$ cat config.mk
export PLATFORM = sky130hd
export DESIGN_NAME = gate_reduce_pipe
export DESIGN_NICKNAME = d
export VERILOG_FILES = /design/src/rtl/gate_reduce_pipe.sv
export SDC_FILE = /design/constraint.sdc
export NUM_CORES = 1
export LEC_CHECK = 0
export CAP_MARGIN = 5
export CORE_ASPECT_RATIO = 1.2
export CORE_UTILIZATION = 50
export DETAILED_ROUTE_END_ITERATION = 10
export GPL_TIMING_DRIVEN = 0
export PLACE_DENSITY = 0.89
export SKIP_LAST_GASP = 1
export SLEW_MARGIN = 20
export SYNTH_ARGS = -nofsm -noshare
export SYNTH_HDL_FRONTEND = slang
export SYNTH_SLANG_ARGS = --single-unit
$ cat constraint.sdc
create_clock -name clk -period 8.4 [get_ports clk]
set_input_delay 1.68 -clock clk [delete_from_list [all_inputs] [get_ports clk]]
set_output_delay 1.68 -clock clk [all_outputs]
set_load 0.05 [all_outputs]
$ cat src/rtl/gate_reduce_pipe.sv
// Multi-beat bitwise reduction (AND/OR/XOR/NAND) with a registered, back-pressured result.
// Optional frame counter is enabled by defining GATE_FRAME_CNT_EN.
//
// state | meaning
// IDLE  | waiting for the first beat of a frame
// ACCUM | mid-frame; accumulator holds the partial result under op_q

module gate_reduce_pipe #(
    parameter int WIDTH = 8,
    parameter int NIN   = 4
) (
    input  logic                 clk,
    input  logic                 rst,
    input  logic [NIN*WIDTH-1:0] A,
    input  logic [1:0]           op,
    input  logic                 in_valid,
    input  logic                 in_last,
    output logic                 in_ready,
    output logic [WIDTH-1:0]     Z,
    output logic                 out_valid,
    input  logic                 out_ready,
    output logic [7:0]           frame_cnt
);

    typedef enum logic {IDLE, ACCUM} state_t;

    state_t           state_q, state_d;
    logic [1:0]       op_q;
    logic [1:0]       cur_op;
    logic [WIDTH-1:0] acc_q;
    logic [WIDTH-1:0] red;
    logic [WIDTH-1:0] folded;
    logic [WIDTH-1:0] final_val;
    logic             accept;
    logic             deliver;

    assign in_ready = !out_valid || out_ready;
    assign accept   = in_valid && in_ready && !rst;
    assign deliver  = out_valid && out_ready && !rst;

    // The first beat of a frame uses the live op; later beats use the latched one.
    assign cur_op = (state_q == IDLE) ? op : op_q;

    always_comb begin
        red = A[WIDTH-1:0];
        for (int k = 1; k < NIN; k++) begin
            case (cur_op)
                2'd1:    red = red | A[k*WIDTH +: WIDTH];
                2'd2:    red = red ^ A[k*WIDTH +: WIDTH];
                default: red = red & A[k*WIDTH +: WIDTH];
            endcase
        end
    end

    always_comb begin
        folded = red;
        if (state_q == ACCUM) begin
            case (op_q)
                2'd1:    folded = acc_q | red;
                2'd2:    folded = acc_q ^ red;
                default: folded = acc_q & red;
            endcase
        end
        final_val = (cur_op == 2'd3) ? ~folded : folded;
    end

    always_comb begin
        state_d = state_q;
        if (accept) begin
            state_d = in_last ? IDLE : ACCUM;
        end
    end

    always_ff @(posedge clk) begin
        if (rst) begin
            state_q <= IDLE;
        end else begin
            state_q <= state_d;
        end
    end

    always_ff @(posedge clk) begin
        if (rst) begin
            acc_q     <= '0;
            op_q      <= 2'd0;
            Z         <= '0;
            out_valid <= 1'b0;
        end else begin
            if (accept && state_q == IDLE) begin
                op_q <= op;
            end
            if (accept && !in_last) begin
                acc_q <= folded;
            end
            // A last beat accepted alongside a delivery reloads Z and keeps out_valid high.
            if (accept && in_last) begin
                Z         <= final_val;
                out_valid <= 1'b1;
            end else if (deliver) begin
                out_valid <= 1'b0;
            end
        end
    end

`ifdef GATE_FRAME_CNT_EN
    logic [7:0] cnt_q;

    always_ff @(posedge clk) begin
        if (rst) begin
            cnt_q <= 8'h00;
        end else if (deliver) begin
            cnt_q <= cnt_q + 8'd1;
        end
    end

    assign frame_cnt = cnt_q;
`else
    assign frame_cnt = 8'h00;
`endif

endmodule

==> run_results.csv, run 1 <==
group,metric,value,unit
clock_network,ctsResizeCount,0,
place,io_buffers,47,
finish,diodes,0,
worst_hold_path,min_path_type,"reg -> reg",
finish,final_layout_size_suffix_gt1_frac,0.06998,
status,run_status,"finished clean",
floorplanning,num_rows,30,
worst_setup_path,cp.arrival,6.57,ns
clock_network,clock_sinks,20,
finish,final_cell_area,3649,µm²
power,switching_share,0.4070,
drt,drc,0,
sta,period_share,0.7656,
floorplanning,die_area,6275,µm²
synthesis,synth-main-ff-cell,"dfxtp_1",
drt,vias,2814,
power,power,0.0004496,W
power,p_int,0.0002666,W
worst_setup_path,end_kind,"register",
synthesis,ys_seq_elements,20,
synthesis,synth.area.top_cells,"ha_1 29%, dfxtp_1 13%, inv_1 11%, a22oi_1 4.0%, buf_4 3.5%",
clock_network,clk_latency,0.27,ns
finish,fillerInstances,496,
worst_setup_path,worstSetupStartpointType,"input port",
sta,setup_viol,0,
sta,hold_violations,0,
finish,nNetsFinal,552,
drt,ant_nets,0,
clock_network,cts.clk_slew.worst_paths,0.08,ns
floorplanning,core,5705,µm²
synthesis,synth_top_area_share,0.2897,
clock_network,holdBufCountCts,0,
global_routing,grt_max_degree,13,
drt,viasPerCell,5.380,
finish,final_cell_mix,"90 x inv_1, 69 x ha_1, 47 x clkdlybuf4s50_1",
worst_setup_path,worstPathRequired,8.54,ns
synthesis,synth_edf_count,0,
synthesis,yosys.area.top_type,"ha_1",
global_routing,grt_pass1_vias,2837,
clock_network,cts_tree,"done",
place,dp_hpwl,5.532,mm
power,p_leak,1.804,nW
sta,hold_slack,0.4713,ns
synthesis,syn_avg_cell_area,7.741,µm²
clock_network,htreeDepth,1,
power,peakVddDrop,0.06721,mV
flow_run,max-cap-violations,0,
global_routing,met2_usage,0.4562,
global_routing,globalRouteMet1Util,0.2488,
clock_network,clockBufferDepth,2,
synthesis,yosysUniqueCellTypes,41,
power,p_seq_frac,0.240,
drt,firstDrtPassIters,4,
synthesis,ys_seq_area_frac,0.1343,
floorplanning,die_x,72.48,µm
synthesis,synth_cells,385,
sta,setup_tns,0,ns
drt,drtIter0Drc,158,
worst_setup_path,critPathMaxStageDelay,0.50,ns
global_routing,gr-usage-met3,0.02674,
power,switchingPower,0.0001830,W
global_routing,track_usage,0.2334,
synthesis,synthArstFlopShare,0,
drt,wl,6.894,mm
finish,areaGrowthSynthToFinish,22.42,%
place,dpl_cell_area,3577,µm²
sta,fin_skew,0.006572,ns
synthesis,yosysWarningCount,0,
sta,slew_headroom,0.6335,
worst_setup_path,slowest_stage,"o311ai_0",
worst_setup_path,critPathKind,"in -> reg",
floorplanning,ios,57,
sta,max_clock_freq,155.5,MHz
place,place_ws,1.818,ns
worst_setup_path,cpMostUsedCell,"ha_1",
place,place.gp.congestion,0.8233,
clock_network,cts_setup_buffers,0,
floorplanning,initial_utilization,0.5224,
worst_setup_path,worstPathMaxFanout,10,
worst_setup_path,critPathBufInv,7,
global_routing,gr-max-usage-layer,"met2",
sta,drv_slew,0,
power,p_clk_frac,0.221,
synthesis,syn_area,2980,µm²
global_routing,antenna_found_initial,0,
power,combPwrFrac,0.538,
worst_setup_path,crit_chain,"clkdlybuf4s50_1, mux2i_1, inv_1, ha_1, buf_4, buf_4, buf_4, nand2_1, o21ai_0, inv_1, ha_1, a22oi_1, o21ai_0, inv_1, ha_1, and2_1, o31ai_2, ha_1, and2_1, o311ai_0, o21a_1, o221ai_1",
clock_network,numCtsBuffers,3,
power,p_per_area,123.2,nW/µm²
finish,layout_commonest_cell,"inv_1",
global_routing,grt_pass1_wl,11.98,mm
global_routing,grt_overflow,0,
worst_setup_path,path_delay_family,"compound AO/OA/AOI/OAI gates",
sta,post-route-min-period,6.431,ns
clock_network,cts_root_buffer,"clkbuf_8",
sta,tightest_slew,0.5413,ns
floorplanning,die_y,86.58,µm
drt,wire_per_inst,13.18,µm
sta,layout_setup_ws,1.969,ns
sta,rsz0062_at_grt,"false",
final timing paths:
check,start,end,slack [ns],cells past startpoint
worst max-delay path,op[0],Z[2],1.97,22
worst min-delay path,Z[5],Z[5],0.47,2
worst max register to register,state_q,Z[2],2.94,22
worst min register to register,Z[5],Z[5],0.47,2
metal layers:
layer / vias up / share of wire
met5: - / 0
met4: 0 / 0.020
met3: 16 / 0.040
met2: 79 / 0.54
met1: 1326 / 0.40
li1: 1393 / -
cells in the mapped netlist (all sizes together), types with 8 or more instances:
| master | n |
|---|---|
| a21oi | 12 |
| a22oi | 16 |
| and2 | 11 |
| buf | 20 |
| dfxtp | 20 |
| ha | 69 |
| inv | 91 |
| nand2 | 22 |
| nand2b | 11 |
| nand3 | 10 |
| nor2b | 11 |
| o21ai | 17 |
| o311ai | 9 |
| o31ai | 8 |
through the flow:
stage / instances / util
2_1_floorplan: 392 / -
3_3_place_gp: 519 / 0.6270
3_5_place_dp: 519 / 0.6270
4_1_cts: 523 / 0.6395
5_1_grt: 523 / 0.6395
6_report: 523 / 0.6395
kinds of logic after synthesis:
| kind of cell | Yosys count | synth area share |
|---|---|---|
| buf+inv | 118 | 0.1755 |
| mux | 4 | 0.01343 |
| flops | 20 | 0.1343 |
| simple gates | 82 | 0.1537 |
| fa+ha+maj | 69 | 0.2897 |
| other cells | 1 | 0.001258 |
| compound gates | 91 | 0.2322 |
tightest hold or removal path, cell delays in order (launching register included):
cell     delay, ns
dfxtp_1       0.32
nand3_1       0.06
nand3_1       0.05
flip-flops by register name, indices dropped and copies added, names as in the netlist:
| name | flops |
|---|---|
| op_q | 2 |
| acc_q | 8 |
| out_valid | 1 |
| state_q | 1 |
| Z | 8 |
cell type report:
class | instances | area [µm²] | share of cell area
Multi-Input combinational cell | 254 | 2083 | 0.5710
Timing Repair Buffer | 47 | 470.5 | 0.1289
Sequential cell | 20 | 400.4 | 0.1097
Inverter | 91 | 341.6 | 0.09362
Buffer | 27 | 181.4 | 0.04973
Tap cell | 80 | 100.1 | 0.02743
Clock buffer | 3 | 41.29 | 0.01132
Clock inverter | 1 | 30.03 | 0.008230
power by group through the flow:
stage / sequential, W / clock (W) / combinational (W)
2_1_floorplan: 0.000123 / 0 / 0.000157
3_3_place_gp: 0.000110 / 0 / 0.000225
3_5_place_dp: 0.000110 / 0 / 0.000238
4_1_cts: 0.000108 / 0.0000981 / 0.000241
5_1_grt: 0.000109 / 0.000102 / 0.000272
6_report: 0.000108 / 0.0000995 / 0.000242
Note: power is estimated with default switching activity, not from simulation.
==> run 2, diff against run 1 <==
clock period = 6 ns   (was 8.4 ns; I/O delays follow)
==> run 2 against run 1 <==
  * Register-to-register slack worse by 2.2 ns
  * Clock skew rose by 0.0024 ns
  * Total power increased by 42%
  * First-iteration DRC count is 14% lower
  * Count of clock-buffer cells in the layout stayed put
  * Routed wire length up 1.3%
  * Die area unchanged
  * Clock power is 41% higher
==> run_results.csv, run 2 (synthesis results as in run 1) <==
group,metric,value,unit
status,run_status,"finished clean",
worst_setup_path,r2r-end,"acc_q[3]",
global_routing,track_usage,0.2334,
finish,final_cells,523,
floorplanning,die_x,72.48,µm
sta,slew_headroom,0.6312,
place,dpl_cell_area,3577,µm²
drt,ant_nets,0,
place,io_buffers,47,
clock_network,ctsResizeCount,0,
sta,rsz0062_at_grt,"true",
drt,drc,0,
drt,wl_met1,2.846,mm
clock_network,numCtsBuffers,3,
drt,wire_per_inst,13.35,µm
worst_setup_path,worstPathMaxFanout,10,
drt,wl,6.983,mm
sta,tightest_slew,0.5446,ns
finish,final_layout_size_suffix_gt1_frac,0.07675,
place,place_inst,519,
drt,vias,2811,
floorplanning,initial_utilization,0.5224,
clock_network,clockBufferDepth,2,
worst_setup_path,reg2reg_depth,22,
clock_network,holdBufCountCts,0,
worst_hold_path,hold_start,"Z[5]",
sta,fin_skew,0.008953,ns
clock_network,clock_sinks,20,
clock_network,htreeDepth,1,
place,dp_hpwl,5.532,mm
worst_hold_path,min_path_cells,2,
place,place.gp.congestion,0.8233,
worst_setup_path,critPathMaxStageDelay,0.45,ns
clock_network,cts_root_buffer,"clkbuf_8",
floorplanning,die_area,6275,µm²
power,p_leak,1.803,nW
drt,wl_met3,259,µm
worst_hold_path,min_to,"Z[5]",
sta,max_clock_freq,175.8,MHz
power,power,0.0006362,W
worst_setup_path,r2r_setup_slack,0.78,ns
worst_setup_path,slowest_stage,"clkdlybuf4s50_1",
finish,diodes,0,
clock_network,cts.clk_slew.worst_paths,0.09,ns
finish,fin_util,0.6441,
clock_network,cts_tree,"done",
sta,hold_violations,0,
worst_setup_path,crit_chain,"clkdlybuf4s50_1, mux2i_1, inv_1, ha_2, buf_4, buf_4, buf_4, nand2_1, o21ai_0, inv_1, ha_1, a22oi_1, o21ai_0, inv_1, ha_1, and2_1, o31ai_1, ha_1, and2_1, o311ai_2, a21oi_1, a31o_1",
drt,firstDrtPassIters,4,
worst_setup_path,worstPathRequired,6.16,ns
power,peakVddDrop,0.09521,mV
worst_setup_path,worstSetupStartpointType,"input port",
worst_setup_path,cp.arrival,5.85,ns
sta,drv_slew,0,
flow_run,max-cap-violations,0,
sta,setup_viol,0,
floorplanning,ios,57,
finish,reg_top3,"Z x8, acc_q x8, op_q x2",
clock_network,cts_setup_buffers,0,
finish,final_cell_area,3675,µm²
drt,top_layer_used,"met4",
sta,post-route-min-period,5.690,ns
sta,period_share,0.9483,
worst_hold_path,min_path_type,"reg -> reg",
finish,final_cell_mix,"90 x inv_1, 68 x ha_1, 47 x clkdlybuf4s50_1",
global_routing,grt_max_degree,13,
clock_network,clk_latency,0.27,ns
drt,drtIter0Drc,136,
finish,layout_commonest_cell,"inv_1",
floorplanning,die_y,86.58,µm
worst_setup_path,critPathKind,"in -> reg",
global_routing,grt_overflow,0,
global_routing,grt_pass1_vias,2837,
floorplanning,core,5705,µm²
worst_setup_path,crit-reg2reg-launch,"state_q",
drt,viasPerCell,5.375,
finish,areaGrowthSynthToFinish,23.30,%
global_routing,grt_pass1_wl,11.98,mm
power,p_per_area,173.1,nW/µm²
worst_setup_path,end_kind,"register",
floorplanning,num_rows,30,
drt,wl_met2,3.732,mm
global_routing,antenna_found_initial,0,
finish,nNetsFinal,552,
-- run 2: cell counts in the layout (fill, tap and decap cells not counted) --
Identical to the previous run, type by type.
-- run 2: routing by layer --
| metal | vias up | global-route usage |
|---|---|---|
| li1 | 1394 | - |
| met2 | 81 | 0.4562 |
| met5 | - | 0 |
| met3 | 17 | 0.02674 |
| met1 | 1319 | 0.2488 |
| met4 | 0 | 0.09269 |
-- run 2: through the flow --
stage | hold WS [ns] | setup slack (ns) | TNS [ns]
global route | 0.5016 | -0.02366 | -0.02366
detailed placement | 0.4625 | -0.1022 | -0.2701
CTS | 0.4738 | 0.02568 | 0
floorplan | 0.4558 | 0.9585 | 0
finish | 0.4709 | 0.3104 | 0
global placement | 0.4596 | 0.05995 | 0
-- run 2: worst max-delay path, delay by kind of cell --
family | cells | cell delay, ns
adder cells (fa/ha/maj) | 4 | 1.31
buffers and inverters | 7 | 1.33
AND/OR/NAND/NOR | 3 | 0.41
multiplexers | 1 | 0.20
AO/OA/AOI/OAI | 7 | 1.40
-- run 2: report_power, final --
part           total [W]  internal (W)  switching (W)
clock network   0.000140     0.0000892      0.0000507
logic           0.000345      0.000143       0.000202
registers       0.000151      0.000144     0.00000756
-- run 2: cell type report --
type	count	area, µm²
multi-input cells	254	2110
clock inverters	1	30.03
fillers	490	2031
clock buffers	3	41.29
inverters	91	341.6
well taps	80	100.1
plain buffers	27	181.4
repair buffers	47	470.5
flip-flops and latches	20	400.4
-- run 2: worst max path at each step --
| stage | from | end | slack (ns) | cells after the start |
|---|---|---|---|---|
| after floorplan | op[0] | Z[2] | 0.96 | 21 |
| after global placement | op[0] | Z[2] | 0.06 | 22 |
| after detailed placement | op[0] | acc_q[7] | -0.10 | 22 |
| after CTS | op[0] | Z[2] | 0.03 | 22 |
| after global routing | op[0] | acc_q[3] | -0.02 | 22 |
| final | op[0] | acc_q[3] | 0.31 | 22 |
